**config.mk**
```make
export PLATFORM = sky130hd
export DESIGN_NAME = evt_stream_packetizer
export DESIGN_NICKNAME = d
export VERILOG_FILES = /design/src/rtl/evt_stream_packetizer.sv
export SDC_FILE = /design/constraint.sdc
export NUM_CORES = 1
export LEC_CHECK = 0
export ABC_AREA = 1
export CORE_UTILIZATION = 50
export CTS_CLUSTER_SIZE = 24
export DETAILED_ROUTE_END_ITERATION = 8
export HOLD_SLACK_MARGIN = 0.08
export PLACE_DENSITY = 0.7
export SYNTH_ARGS = -nofsm -noshare
export SYNTH_HDL_FRONTEND = slang
export SYNTH_SLANG_ARGS = --single-unit
```
**constraint.sdc**
```tcl
create_clock -name clk_i -period 2.5 [get_ports clk_i]
set_input_delay 0.5 -clock clk_i [delete_from_list [all_inputs] [get_ports clk_i]]
set_output_delay 0.5 -clock clk_i [all_outputs]
set_load 0.02 [all_outputs]
```
**src/rtl/evt_stream_packetizer.sv**
```systemverilog
// Event-word buffer and serializer: encoded events go into a synchronous FIFO, and each event
// leaves as BEATS fixed-width beats on a valid/ready link, most significant beat first.
module evt_stream_packetizer #(
    parameter int unsigned EVT_W = 24,
    parameter int unsigned OUT_W = 8,
    parameter int unsigned DEPTH = 16,
    parameter int unsigned CNT_W = 16,
    localparam int unsigned BEATS = (EVT_W + OUT_W - 1) / OUT_W,
    localparam int unsigned LVL_W = $clog2(DEPTH + 1)
) (
    input  logic             clk_i,
    input  logic             reset_i,
    input  logic [EVT_W-1:0] evt_data_i,
    input  logic             evt_valid_i,
    output logic [OUT_W-1:0] tx_data_o,
    output logic             tx_valid_o,
    input  logic             tx_ready_i,
    output logic             tx_last_o,
    output logic [LVL_W-1:0] fifo_level_o,
    output logic             full_o,
    output logic             empty_o,
    output logic             overflow_o,
    output logic [CNT_W-1:0] drop_cnt_o
);

    localparam int unsigned AW    = $clog2(DEPTH);
    localparam int unsigned IDX_W = (BEATS > 1) ? $clog2(BEATS) : 1;
    localparam int unsigned SER_W = BEATS * OUT_W;

    typedef enum logic [0:0] {StIdle, StSend} state_e;

    logic [EVT_W-1:0] mem_q [DEPTH];
    logic [AW-1:0]    wr_ptr_q, rd_ptr_q;
    logic [LVL_W-1:0] level_q;
    logic [CNT_W-1:0] drop_cnt_q;
    logic             overflow_q;

    state_e           state_q, state_d;
    logic [IDX_W-1:0] idx_q, idx_d;
    logic [SER_W-1:0] sr_q, sr_d;
    logic [SER_W-1:0] head;

    logic push, pop, drop, last_beat;

    assign full_o       = (level_q == LVL_W'(DEPTH));
    assign empty_o      = (level_q == '0);
    assign fifo_level_o = level_q;
    assign overflow_o   = overflow_q;
    assign drop_cnt_o   = drop_cnt_q;

    // A full FIFO rejects the write even if the serializer pops in the same cycle.
    assign push = evt_valid_i && !full_o;
    assign drop = evt_valid_i && full_o;

    always_comb begin
        head            = '0;
        head[EVT_W-1:0] = mem_q[rd_ptr_q];
    end

    always_ff @(posedge clk_i) begin
        if (push) begin
            mem_q[wr_ptr_q] <= evt_data_i;
        end
    end

    always_ff @(posedge clk_i) begin
        if (reset_i) begin
            wr_ptr_q   <= '0;
            rd_ptr_q   <= '0;
            level_q    <= '0;
            drop_cnt_q <= '0;
            overflow_q <= 1'b0;
        end else begin
            if (push) wr_ptr_q <= wr_ptr_q + AW'(1);
            if (pop)  rd_ptr_q <= rd_ptr_q + AW'(1);
            if (push && !pop) begin
                level_q <= level_q + LVL_W'(1);
            end else if (pop && !push) begin
                level_q <= level_q - LVL_W'(1);
            end
            if (drop) begin
                overflow_q <= 1'b1;
                if (drop_cnt_q != '1) drop_cnt_q <= drop_cnt_q + CNT_W'(1);
            end
        end
    end

    assign last_beat = (idx_q == IDX_W'(BEATS - 1));

    always_comb begin
        state_d = state_q;
        idx_d   = idx_q;
        sr_d    = sr_q;
        pop     = 1'b0;
        unique case (state_q)
            StIdle: begin
                if (!empty_o) begin
                    pop     = 1'b1;
                    sr_d    = head;
                    idx_d   = '0;
                    state_d = StSend;
                end
            end
            StSend: begin
                if (tx_ready_i) begin
                    if (!last_beat) begin
                        idx_d = idx_q + IDX_W'(1);
                        sr_d  = sr_q << OUT_W;
                    end else if (!empty_o) begin
                        // Back-to-back: reload on the final handshake, no idle bubble.
                        pop   = 1'b1;
                        sr_d  = head;
                        idx_d = '0;
                    end else begin
                        state_d = StIdle;
                    end
                end
            end
            default: state_d = StIdle;
        endcase
    end

    always_ff @(posedge clk_i) begin
        if (reset_i) begin
            state_q <= StIdle;
            idx_q   <= '0;
            sr_q    <= '0;
        end else begin
            state_q <= state_d;
            idx_q   <= idx_d;
            sr_q    <= sr_d;
        end
    end

    // Outputs come from registered state only, so tx_ready_i has no path to them.
    assign tx_valid_o = (state_q == StSend);
    assign tx_last_o  = tx_valid_o && last_beat;
    assign tx_data_o  = tx_valid_o ? sr_q[SER_W-1 -: OUT_W] : '0;

endmodule

```
==> results of run 1 <==
==> per-layer routing <==
| layer | vias up | GRT usage | part of all wire |
|---|---|---|---|
| met3 | 82 | 0.0367 | 0.069 |
| li1 | 5948 | - | - |
| met4 | 0 | 0.0859 | 0.026 |
| met1 | 6143 | 0.342 | 0.43 |
| met5 | - | 0 | 0 |
| met2 | 498 | 0.389 | 0.47 |
==> flip-flops by register name (all words and copies together), names as in the netlist, 2 cells and up, named ones only <==
signal        flops
rd_ptr_q          4
mem_q           384
sr_q             24
idx_q             2
fifo_level_o      5
wr_ptr_q          4
drop_cnt_o       16
==> critical path, stage by stage, from the launching register on <==
cell	delay [ps]
dfxtp_2	340
inv_2	70
nand4_1	170
buf_4	190
nor2_2	110
buf_4	150
dlygate4sd2_1	330
==> through the flow <==
| step | hold slack (ps) | total power (W) | worst slack [ps] |
|---|---|---|---|
| detailed placement | 440 | 0.0152 | -252 |
| global placement | 439 | 0.0151 | -237 |
| floorplan | 457 | 0.0130 | -87.7 |
| global route | 464 | 0.0230 | 6.61 |
| finish | 446 | 0.0219 | 104 |
| CTS | 449 | 0.0219 | 71.0 |
==> cell usage in the layout, fill, tap and decap left out, types with 13 or more instances in the layout <==
cell / netlist / final
a21oi_1: 41 / 41
nand2_1: 285 / 285
or2_2: 16 / 16
clkbuf_16: 0 / 47
nor2_1: 240 / 221
dfxtp_1: 61 / 57
edfxtp_1: 384 / 384
buf_12: 0 / 26
inv_1: 79 / 76
o21ai_1: 12 / 13
nand3_1: 170 / 170
o21ai_0: 136 / 135
clkdlybuf4s50_1: 0 / 58
o211ai_1: 68 / 68
nor2_4: 0 / 16
buf_4: 10 / 49
==> kinds of logic (layout without fill, tap and decap cells) <==
logic type      count (synthesis)  count (layout)  synth area share
compound gates                272             272            0.0848
simple gates                  722             722             0.163
fa+ha+maj                      11              11           0.00789
flops                         445             445             0.693
xor+xnor                       16              16           0.00762
buf+inv                       180             304            0.0439
==> area by class of cell <==
type,instances,area [sq um],share of cell area
Timing Repair Buffer,136,1500,0.0693
Multi-Input combinational cell,1021,4990,0.231
Sequential cell,445,12800,0.590
Clock buffer,59,1220,0.0565
Clock inverter,25,250,0.0116
Tap cell,461,577,0.0267
Inverter,84,318,0.0147
==> worst min path at each step <==
stage                         endpoint               startpoint  slack, ps  cells past startpoint
5_1_grt        overflow_o$_SDFFE_PP0P_  overflow_o$_SDFFE_PP0P_        460                      2
3_5_place_dp   overflow_o$_SDFFE_PP0P_  overflow_o$_SDFFE_PP0P_        440                      2
2_1_floorplan    sr_q[15]$_SDFFE_PP0P_    sr_q[15]$_SDFFE_PP0P_        460                      2
6_report       overflow_o$_SDFFE_PP0P_  overflow_o$_SDFFE_PP0P_        450                      2
3_3_place_gp   overflow_o$_SDFFE_PP0P_  overflow_o$_SDFFE_PP0P_        440                      2
4_1_cts        overflow_o$_SDFFE_PP0P_  overflow_o$_SDFFE_PP0P_        450                      2
==> timing repair <==
action | in CTS | in global routing
pin swaps | 0 | 2
endpoints found under the setup margin | 3 | 4
gates resized for setup | 5 | 10
buffers inserted | 0 | 3
==> Yosys cell counts <==
cell type and number:
edfxtp_1 384, nand2_1 285, nor2_1 240, nand3_1 170, o21ai_0 136, inv_1 79
o211ai_1 68, dfxtp_1 61, a21oi_1 41, clkbuf_1 38, buf_2 33, or2_2 16
o21ai_1 12, a31oi_1 10, buf_4 10, ha_1 10, buf_1 8, xnor2_1 8
xor2_1 8, buf_6 7, nor3_1 7, inv_2 5, a211oi_1 2, nand4_1 2
o21a_1 2, fa_1 1, nand3_2 1, nor3_2 1, o211a_1 1
==> report_power, final <==
| group | leakage, nW | switching [W] | internal [W] |
|---|---|---|---|
| sequential | 3.97 | 0.000222 | 0.00845 |
| clock | 0.717 | 0.00271 | 0.00397 |
| combinational | 2.97 | 0.00437 | 0.00220 |
| total | 7.65 | 0.00730 | 0.0146 |
==> out/results.tsv, run 1 <==
stage	metric	value	unit
routing	vias_per_cell	5.68	
grt	grt_pass1_wl	70400	um
synthesis	synth.avg_cell_area	11.2	sq um
sta	worstMarginPinSlew	664	ps
clocking	clk_path_buf_depth	3	
die	pin_count	62	
setup_path	crit_path_end_kind	primary output	
sta	hold_viol	0	
routing	drcViolationCount	0	
setup_path	critPathMaxFanout	4	
sta	relSlewSlack	0.556	
synthesis	ys_warn_count	0	
placed_design	dpl.hpwl	26600	um
setup_path	required	2000	ps
synthesis	synthCells	1646	
setup_path	crit_end	full_o	
setup_path	worstSetupPathType	reg -> out	
synthesis	ys_seq_area_frac	0.693	
die	start_util	0.512	
synthesis	syn-num-nets	1685	
die	core_area	35900	sq um
setup_path	timing.rr.end	fifo_level_o[4]$_SDFFE_PP0P_	
routing	drt-wirelength-per-cell	20.4	um
setup_path	r2r_cells	15	
final_layout	area.growth.synth_to_final	17.5	%
synthesis	synth_cell_type_count	29	
final_layout	fillers	2804	
sta	finalCriticalPeriod	2400	ps
synthesis	synth_area_leader_cell	edfxtp_1	
final_layout	fin_util	0.602	
routing	dr_total_vias	12700	
die	die_h	194	um
clocking	cts_hold_buf	0	
synthesis	synthTopCellsByArea	edfxtp_1 63%, dfxtp_1 6.6%, nand2_1 5.8%	
die	rows	69	
routing	postRouteAntennaNets	0	
sta	setup_tns	0	ps
final_layout	stdcell_count	2231	
routing	wl	45400	um
sta	max_freq	417	MHz
sta	finalCritPeriodShare	0.959	
pwr	p_leak	7.65	nW
clocking	htree_num_levels	2	
placed_design	io_buffers	61	
synthesis	ys_ff_latch	445	
setup_path	r2r_slack	190	ps
setup_path	crit_path_start	fifo_level_o[1]$_SDFFE_PP0P_	
final_layout	diodes	0	
sta	maxSlewViolCount	0	
job	maxCapViolations	0	
final_layout	final_cell_area	21600	sq um
placed_design	placed_cells	2144	
grt	grt_overflow	0	
setup_path	regToRegStartpoint	fifo_level_o[1]$_SDFFE_PP0P_	
setup_path	start_kind	flop	
clocking	cts.sinks	445	
final_layout	layout-drive-gt1-share	0.109	
sta	setup_viol	0	
final_layout	fin_nets	1773	
routing	first_pass_iters	5	
grt	grt_usage	0.244	
placed_design	gp_congestion	0.825	
placed_design	placed_area	20100	sq um
grt	grt_pass1_vias	12100	
clocking	clk_latency	560	ps
clocking	cts_tree	yes	
pwr	vdd_drop_max	0.000661	V
die	die_area	37600	sq um
grt	antenna_found_initial	0	
pwr	p_per_area	1010	nW/um^2
synthesis	synth_top_area_frac	0.627	
clocking	numCtsBuffers	46	
die	die_width	194	um
grt	grt_max_degree	102	
routing	drt_iter0_markers	1293	
synthesis	netlist_area	18400	sq um
hold_path	hp-class	reg -> reg	
sta	rsz0062_at_grt	false	
setup_path	cp.arrival	1900	ps
status	outcome	completed	
clocking	clkTransAtPathRegs	60	ps
clocking	cts_root_buf	clkbuf_16	
sta	finalClockSkew	24.2	ps
Power figures use the tool's default switching activity.
==> run 2, diff against run 1 <==
==> constraint.sdc (replaced) <==
create_clock -name clk_i -period 2.5 [get_ports clk_i]
set_input_delay 0.25 -clock clk_i [delete_from_list [all_inputs] [get_ports clk_i]]
set_output_delay 0.25 -clock clk_i [all_outputs]
set_load 0.02 [all_outputs]
==> run 2 against run 1 <==
Compared with the run above: global-route usage down 0.28 points; highest routed layer unchanged; first-iteration DRC count shrank 14%; fmax grew 4.1%; die area did not move; total power fell by 2.2%; via count down 1.2%; combinational power down 4.7%; sequential power grew 0.9%; utilization down 0.38 points.
==> out/results.tsv, run 2 (synthesized netlist as in run 1, its figures left out) <==
stage	metric	value	unit
grt	grt_max_degree	111	
pwr	power	0.0215	W
sta	hold_viol	0	
setup_path	r2r_cells	16	
routing	dr_total_vias	12500	
routing	drcViolationCount	0	
final_layout	area.growth.synth_to_final	16.8	%
routing	drt-wirelength-per-cell	20.4	um
final_layout	largest_register_ffs	384	
clocking	clk_path_buf_depth	3	
setup_path	regToRegStartpoint	fifo_level_o[1]$_SDFFE_PP0P_	
hold_path	min_to	overflow_o$_SDFFE_PP0P_	
die	die_width	194	um
final_layout	layout_common_cells	384 x edfxtp_1, 285 x nand2_1, 220 x nor2_1	
die	core_area	35900	sq um
setup_path	start_kind	flop	
final_layout	top_register	mem_q	
sta	timing.hold.ws	452	ps
clocking	numCtsBuffers	46	
final_layout	layout-drive-gt1-share	0.105	
hold_path	hp-class	reg -> reg	
pwr	vdd_drop_max	0.000618	V
sta	relSlewSlack	0.519	
sta	finalCriticalPeriod	2300	ps
clocking	cts.sinks	445	
die	die_h	194	um
die	die_area	37600	sq um
sta	fin_ws	198	ps
pwr	p_per_area	999	nW/um^2
sta	maxSlewViolCount	0	
grt	grt_usage	0.241	
routing	vias_per_cell	5.66	
clocking	post_cts_buffers	0	
pwr	swShare	0.333	
clocking	clkTransAtPathRegs	60	ps
routing	drt_iter0_markers	1111	
setup_path	cp.arrival	2050	ps
placed_design	place_ws	-30.9	ps
placed_design	placed_cells	2134	
hold_path	worstHoldPathCells	2	
sta	setup_viol	0	
sta	worstMarginPinSlew	719	ps
placed_design	gp_congestion	0.852	
pwr	p_leak	7.57	nW
die	start_util	0.512	
grt	grt_pass1_vias	12200	
grt	grt_overflow	0	
clocking	cts_hold_buf	0	
grt	grt_pass1_wl	69900	um
pwr	intPower	0.0143	W
final_layout	stdcell_count	2214	
final_layout	fin_nets	1760	
sta	setup_tns	0	ps
die	pin_count	62	
grt	antenna_found_initial	0	
routing	first_pass_iters	5	
setup_path	r2r_slack	260	ps
setup_path	crit_path_start	fifo_level_o[1]$_SDFFE_PP0P_	
status	outcome	completed	
pwr	clock_power_share	0.300	
routing	wl	45100	um
setup_path	required	2250	ps
die	rows	69	
pwr	p_sw	0.00714	W
pwr	pwr-share-comb	0.292	
routing	postRouteAntennaNets	0	
placed_design	dpl.hpwl	26900	um
sta	finalClockSkew	22.4	ps
job	maxCapViolations	0	
placed_design	io_buffers	61	
pwr	power_frac_seq	0.408	
sta	finalCritPeriodShare	0.921	
final_layout	diodes	0	
sta	max_freq	434	MHz
clocking	cts_tree	yes	
setup_path	crit_path_end_kind	primary output	
clocking	clk_latency	550	ps
setup_path	worstSetupPathType	reg -> out	
final_layout	final_common_cell	edfxtp_1	
hold_path	hp-start	overflow_o$_SDFFE_PP0P_	
clocking	htree_num_levels	2	
setup_path	timing.rr.end	fifo_level_o[4]$_SDFFE_PP0P_	
clocking	cts_root_buf	clkbuf_16	
setup_path	critPathMaxFanout	4	
-- run 2: cell types whose count changed in the layout (fill, tap and decap cells not counted), sizes merged, moves of 2 or more --
cell           before  now
clkinv             17   22
bufinv              5    2
clkbuf             59   54
inv                85   83
buf                75   62
clkdlybuf4s50      58   60
-- run 2: what timing repair did --
item / 4_1_cts / 5_1_grt
pin swaps: 0 / 3
gates resized for setup: 1 / 12
setup endpoints to repair: 1 / 2
endpoints found under the hold margin: 0 / 0
-- run 2: final cells by class --
cell class                 count  area [sq um]
multi-input combinational   1021          5000
inverter                      84           318
sequential                   445         12800
timing repair buffer         123          1400
clock inverter                26           171
tap                          461           577
clock buffer                  54          1240
fill                        2826         14400
-- run 2: critical path: stages, from the launching register on --
cell,delay [ps]
dfxtp_2,340
inv_1,90
nand4_1,160
nor2_2,160
buf_4,150
clkdlybuf4s50_1,590
-- run 2: through the flow --
step                area [sq um]   util
floorplan                  18400      -
global placement           20000  0.557
detailed placement         20000  0.557
CTS                        21400  0.597
global route               21500  0.598
finish                     21500  0.598
-- run 2: how the worst max path moves through the flow --
stage	slack (ps)	to	cells after the start
3_3_place_gp	-40	fifo_level_o[4]$_SDFFE_PP0P_	15
6_report	200	full_o	5
3_5_place_dp	-30	fifo_level_o[4]$_SDFFE_PP0P_	15
5_1_grt	-1	fifo_level_o[4]$_SDFFE_PP0P_	15
2_1_floorplan	-90	mem_q[11][0]$_DFFE_PP_	8
4_1_cts	100	fifo_level_o[4]$_SDFFE_PP0P_	16
-- run 2: routing by layer --
| layer | track usage | vias to the layer above | part of all wire |
|---|---|---|---|
| met5 | 0 | - | 0 |
| met4 | 0.0788 | 0 | 0.026 |
| met3 | 0.0332 | 63 | 0.067 |
| met2 | 0.381 | 439 | 0.46 |
| met1 | 0.346 | 6099 | 0.44 |
| li1 | - | 5920 | - |
-- run 2: power groups by stage --
stage	Combinational (W)	Clock, W	Sequential, W
6_report	0.00626	0.00644	0.00875
5_1_grt	0.00696	0.00681	0.00879
4_1_cts	0.00620	0.00654	0.00874
3_5_place_dp	0.00616	0	0.00889
3_3_place_gp	0.00606	0	0.00888
2_1_floorplan	0.00425	0	0.00878
